<file path="src/rtl/rf_access_arbiter.sv">
// Round-robin arbiter sharing one variable-store port among NUM_REQ get/set requesters.
// Accept-to-response is 3 cycles best case; store backpressure stalls ISSUE, WAIT times out after TIMEOUT cycles.
module rf_access_arbiter #(
  parameter int NUM_REQ = 4,
  parameter int IDX_W   = 8,
  parameter int DATA_W  = 32,
  parameter int TIMEOUT = 255
) (
  input  logic                        clk,
  input  logic                        rst,
  input  logic [NUM_REQ-1:0]          req_valid,
  output logic [NUM_REQ-1:0]          req_ready,
  input  logic [NUM_REQ-1:0]          req_write,
  input  logic [NUM_REQ*IDX_W-1:0]    req_idx,
  input  logic [NUM_REQ*DATA_W-1:0]   req_wdata,
  output logic [NUM_REQ-1:0]          rsp_valid,
  output logic [DATA_W-1:0]           rsp_rdata,
  output logic                        rsp_err,
  output logic                        st_valid,
  input  logic                        st_ready,
  output logic                        st_write,
  output logic [IDX_W-1:0]            st_idx,
  output logic [DATA_W-1:0]           st_wdata,
  input  logic                        st_rsp_valid,
  input  logic [DATA_W-1:0]           st_rsp_rdata,
  input  logic                        st_rsp_err
);

  localparam int PTR_W = $clog2(NUM_REQ);
  localparam logic [15:0] CNT_LAST = 16'(TIMEOUT - 1);

  typedef enum logic [1:0] {S_IDLE, S_ISSUE, S_WAIT, S_RESP} state_t;

  state_t              r_state;
  state_t              w_next;
  logic [PTR_W-1:0]    r_ptr;
  logic [PTR_W-1:0]    r_owner;
  logic [PTR_W-1:0]    w_gnt_id;
  logic                w_gnt_any;
  logic                r_write;
  logic [IDX_W-1:0]    r_idx;
  logic [DATA_W-1:0]   r_wdata;
  logic [DATA_W-1:0]   r_rdata;
  logic                r_err;
  logic [15:0]         r_cnt;
  logic                w_accept;
  logic                w_timeout;

  // Scan downward so the lowest offset from the pointer is written last and wins.
  always_comb begin
    int c;
    c         = 0;
    w_gnt_any = 1'b0;
    w_gnt_id  = '0;
    for (int k = NUM_REQ - 1; k >= 0; k--) begin
      c = int'(r_ptr) + k;
      if (c >= NUM_REQ) c = c - NUM_REQ;
      if (req_valid[c]) begin
        w_gnt_any = 1'b1;
        w_gnt_id  = PTR_W'(c);
      end
    end
  end

  assign w_accept  = (r_state == S_IDLE) && w_gnt_any;
  assign w_timeout = (r_cnt == CNT_LAST);

  always_ff @(posedge clk) begin
    if (rst) r_state <= S_IDLE;
    else     r_state <= w_next;
  end

  always_comb begin
    w_next    = r_state;
    req_ready = '0;
    rsp_valid = '0;
    st_valid  = 1'b0;
    case (r_state)
      S_IDLE: begin
        if (w_gnt_any) begin
          req_ready[w_gnt_id] = 1'b1;
          w_next              = S_ISSUE;
        end
      end
      S_ISSUE: begin
        st_valid = 1'b1;
        if (st_ready) w_next = S_WAIT;
      end
      S_WAIT: begin
        if (st_rsp_valid || w_timeout) w_next = S_RESP;
      end
      S_RESP: begin
        rsp_valid[r_owner] = 1'b1;
        w_next             = S_IDLE;
      end
      default: w_next = S_IDLE;
    endcase
  end

  always_ff @(posedge clk) begin
    if (rst) begin
      r_ptr   <= '0;
      r_owner <= '0;
      r_write <= 1'b0;
      r_idx   <= '0;
      r_wdata <= '0;
      r_rdata <= '0;
      r_err   <= 1'b0;
      r_cnt   <= '0;
    end else begin
      if (w_accept) begin
        r_owner <= w_gnt_id;
        r_write <= req_write[w_gnt_id];
        r_idx   <= req_idx[w_gnt_id*IDX_W +: IDX_W];
        r_wdata <= req_wdata[w_gnt_id*DATA_W +: DATA_W];
      end
      if (r_state == S_ISSUE && st_ready) begin
        r_cnt <= '0;
      end else if (r_state == S_WAIT) begin
        r_cnt <= r_cnt + 16'd1;
      end
      // A store response in the timeout cycle takes precedence over the timeout.
      if (r_state == S_WAIT) begin
        if (st_rsp_valid) begin
          r_rdata <= r_write ? '0 : st_rsp_rdata;
          r_err   <= st_rsp_err;
        end else if (w_timeout) begin
          r_rdata <= '0;
          r_err   <= 1'b1;
        end
      end
      if (r_state == S_RESP) begin
        r_ptr <= (r_owner == PTR_W'(NUM_REQ - 1)) ? '0 : r_owner + 1'b1;
      end
    end
  end

  assign rsp_rdata = r_rdata;
  assign rsp_err   = r_err;
  assign st_write  = r_write;
  assign st_idx    = r_idx;
  assign st_wdata  = r_wdata;

endmodule

</file>
<file path="config.mk">
export PLATFORM = sky130hd
export DESIGN_NAME = rf_access_arbiter
export DESIGN_NICKNAME = d
export VERILOG_FILES = /design/src/rtl/rf_access_arbiter.sv
export SDC_FILE = /design/constraint.sdc
export NUM_CORES = 1
export LEC_CHECK = 0
export BUFFER_PORTS_ARGS = -buffer_cell sky130_fd_sc_hd__buf_2
export CORE_MARGIN = 4
export CORE_UTILIZATION = 35
export CTS_CLUSTER_SIZE = 12
export DETAILED_ROUTE_END_ITERATION = 6
export RECOVER_POWER = 100
export SLEW_MARGIN = 20
export SYNTH_ARGS = -nofsm -noshare
export SYNTH_HDL_FRONTEND = slang
export SYNTH_SLANG_ARGS = --single-unit
</file>
<file path="constraint.sdc">
create_clock -name clk -period 5.3 [get_ports clk]
set_input_delay 0.265 -clock clk [delete_from_list [all_inputs] [get_ports clk]]
set_output_delay 0.265 -clock clk [all_outputs]
set_load 0.01 [all_outputs]
</file>
==> metrics.md <==
| Metric | Value |
|---|---|
| GRT Util Overall | a little under a fifth |
| Fill cells | 1,834 |
| CP Capture Type | primary output |
| CTS Buf Count | 9 |
| Met2 Track Usage GR | 31.50% |
| Maximum vdd ir drop | 215.7 µV |
| CORE AREA | 17,360 µm² |
| Post-synth EDFFs | 0 |
| DRC violations left | 0 |
| Starting density of the core | 35.80% |
| Avg Cell Area, Syn | approximately 8 µm² |
| Vias/cell | about 5.2 |
| Register bit total from synthesis | 96 |
| Met3 GRT Util | 6.038% |
| Area grow syn2layout | 24.81% |
| CTS tree | built |
| Rows | 48 |
| CP max FO | 58 |
| Initial antenna violation count | 1 |
| Yosys warns | 0 |
| Grt ovf | 0 |
| Clock sinks | 96 |
| Per-cell routed wire length | about 16 µm |
| DP Wirelength | roughly 14,000 µm |
| CP startpoint kind | flip-flop |
| IO Count | ~290 |
| Failing checks | max-capacitance violations, max-slew violations |
| Critical path cell sequence | nor2b_1, or4b_1, buf_4, nand2_1, nor3_1, clkbuf_1 |
| Grt met1 use | approximately 25% |
| First-pass GRT wire length | about 31,000 µm |
| CTS root buffer | clkbuf_16 |
| Vias after detailed routing | between 6,000 and 7,000 |
| DRT iter0 DRCs | 176 |
| Total power | 2.455 mW |
| Final Core Density | 44.68% |
| Most used DFF post-synth | dfxtp_1 |
| Final min period | 3.515 ns |
| Layout cell share with drive strength beyond 1 | 24.00% |
| Slew margin rel. | -56.94% |
| Hold_buf cts | 0 |
| Input/output buffers | 287 |
| Post-Syn Area | 6213 µm² |
| Final Skew | 0.009257 ns |
| Post-route ant nets | 0 |
| Type of the worst setup path | reg -> out |
| Area after DPL | 7574 µm² |
| Fin crit share | 66.32% |
| FMAX | between 200 and 300 MHz |
| Power per cell area | 316.6 nW/µm² |
| CP max stage cell | or4b_1 |
| Sequential element share of the synthesized area | 30.93% |
| Top Usage Layer GRT | met2 |
| Commonest non-fill, non-tap cell in the layout | buf_2 |
| Synth Instances | between 700 and 800 |
| Max-Cap Viols | 2 |
| Max-slew violation count | 125 |
| CP required | 5.04 ns |
| Syn_nets | 979 |
| Ys async rst share | 0% |
| Die Span Y | 141.2 µm |
| Final std cells w/o fill | 1,221 |
| Commonest non-fill, non-tap cells in the layout | buf_2 (205), dfxtp_1 (96), clkbuf_1 (82) |
| Status | finished, violations left |
| N_diodes | 0 |
| Global placement routability congestion | 0.8342 |
| Die area | 19,950 µm² |
| Cells after DPL | roughly 1,200 |
| CTS resizes | 0 |
| HP Class | in -> reg |
| Die width | 141.2 µm |
| Largest net degree at the start of global routing | between 90 and 100 |
| Post-synthesis cell type count | 45 |
| Critical Path AT | between 3 and 4 ns |
| Final net count | 1,206 |
| Worst-Margin Slew | 2.354 ns |
| Clk buf depth | 2 |
| Count of final hold-check violations | 0 |
| Post-CTS setup buffers | 0 |
| WL final | slightly below 20,000 µm |
| Router iterations before antenna repair | 4 |
| Final design area excluding fillers | 7755 µm² |
| Place WS | ~2.6 ns |
| Setup TNS | 0 ns |
| Reg clk slew, reported paths | about 0.08 ns |
| Final setup viols | 0 |
| Hold Slack | 0.1234 ns |
| Crit-path max cell delay | between 1 and 1.5 ns |
| Clk Latency, worst-skew pair | 0.35 ns |
| Vias in the first global route | 6,141 |
| Post-route setup slack | between 1.5 and 2 ns |
| P_leak | 3.443 nW |
| H-tree depth | 3 |
| RSZ-0062 raised after global routing | no |
## routing by layer
metal  routed length (µm)  vias up
li1                     -     3213
met1                 8883     2845
met2                 8961      223
met3                 1738       16
met4                  160        2
met5                   13        -
## critical path, delay by kind of cell, from the launching register on
family	cells	cell delay [ns]
DFF	1	0.33
buffers and inverters	2	0.75
and+or+nand+nor	4	1.81
## registers in the layout (all words and copies together), names as in the netlist
register   cells
r_state        2
r_ptr          2
r_owner        2
st_wdata      32
st_idx         8
r_cnt         16
rsp_rdata     32
rsp_err        1
st_write       1
## power breakdown
group	total (mW)	switching, mW	internal (mW)
sequential	0.890	0.0682	0.822
clock	0.663	0.320	0.343
combinational	0.902	0.553	0.349
## cell usage after synthesis, types with 3 or more instances
master,number,area [µm²]
and3b_1,40,350.3
xnor2_1,3,26.28
o21ai_0,34,170.2
and2_1,45,281.5
o21ai_1,38,190.2
a21oi_1,43,215.2
buf_6,17,191.4
dfxtp_1,96,1922
and3_1,80,500.5
ha_1,10,125.1
nand2b_1,32,200.2
nor3_1,10,50.05
buf_2,16,80.08
a21boi_1,80,600.6
nand3_1,37,185.2
xor2_1,12,105.1
inv_1,8,30.03
clkbuf_1,44,165.2
nand4_1,4,25.02
mux2i_1,5,50.05
nor2b_1,5,31.28
nor2_1,30,112.6
nand2_1,12,45.04
o32ai_1,38,332.8
## logic make-up (layout without fill, tap and decap cells)
logic type	count (synthesis)	count (layout)	synth area share [%]
xor gates and xnor gates	15	15	2.114
muxes	5	5	0.8055
adders and majority gates	10	10	2.014
buffers and inverters	87	319	7.692
AOI/OAI and AO/OA	244	244	26.04
DFF	96	96	30.93
and+or+nand+nor	307	307	30.41
## path summary, 6_finish.rpt
kind / startpoint / end / slack, ns / depth (start not counted)
worst max-delay path: r_ptr[0] / req_ready[0] / 1.78 / 6
worst max register to register: r_cnt[0] / rsp_rdata[27] / 1.81 / 8
worst min register to register: rsp_rdata[8] / rsp_rdata[8] / 0.47 / 2
worst min-delay path: st_rsp_rdata[7] / rsp_rdata[7] / 0.12 / 3
## final cells by class
type | count | area, µm² | share of cell area [%]
Multi-Input combinational cell | 581 | 3829 | 49.37
Sequential cell | 96 | 1922 | 24.78
Tap cell | 225 | 281.5 | 3.630
Timing Repair Buffer | 295 | 1394 | 17.97
Clock inverter | 6 | 60.06 | 0.7744
Clock buffer | 10 | 239.0 | 3.082
Inverter | 8 | 30.03 | 0.3872
Note: power is estimated with default switching activity, not from simulation.
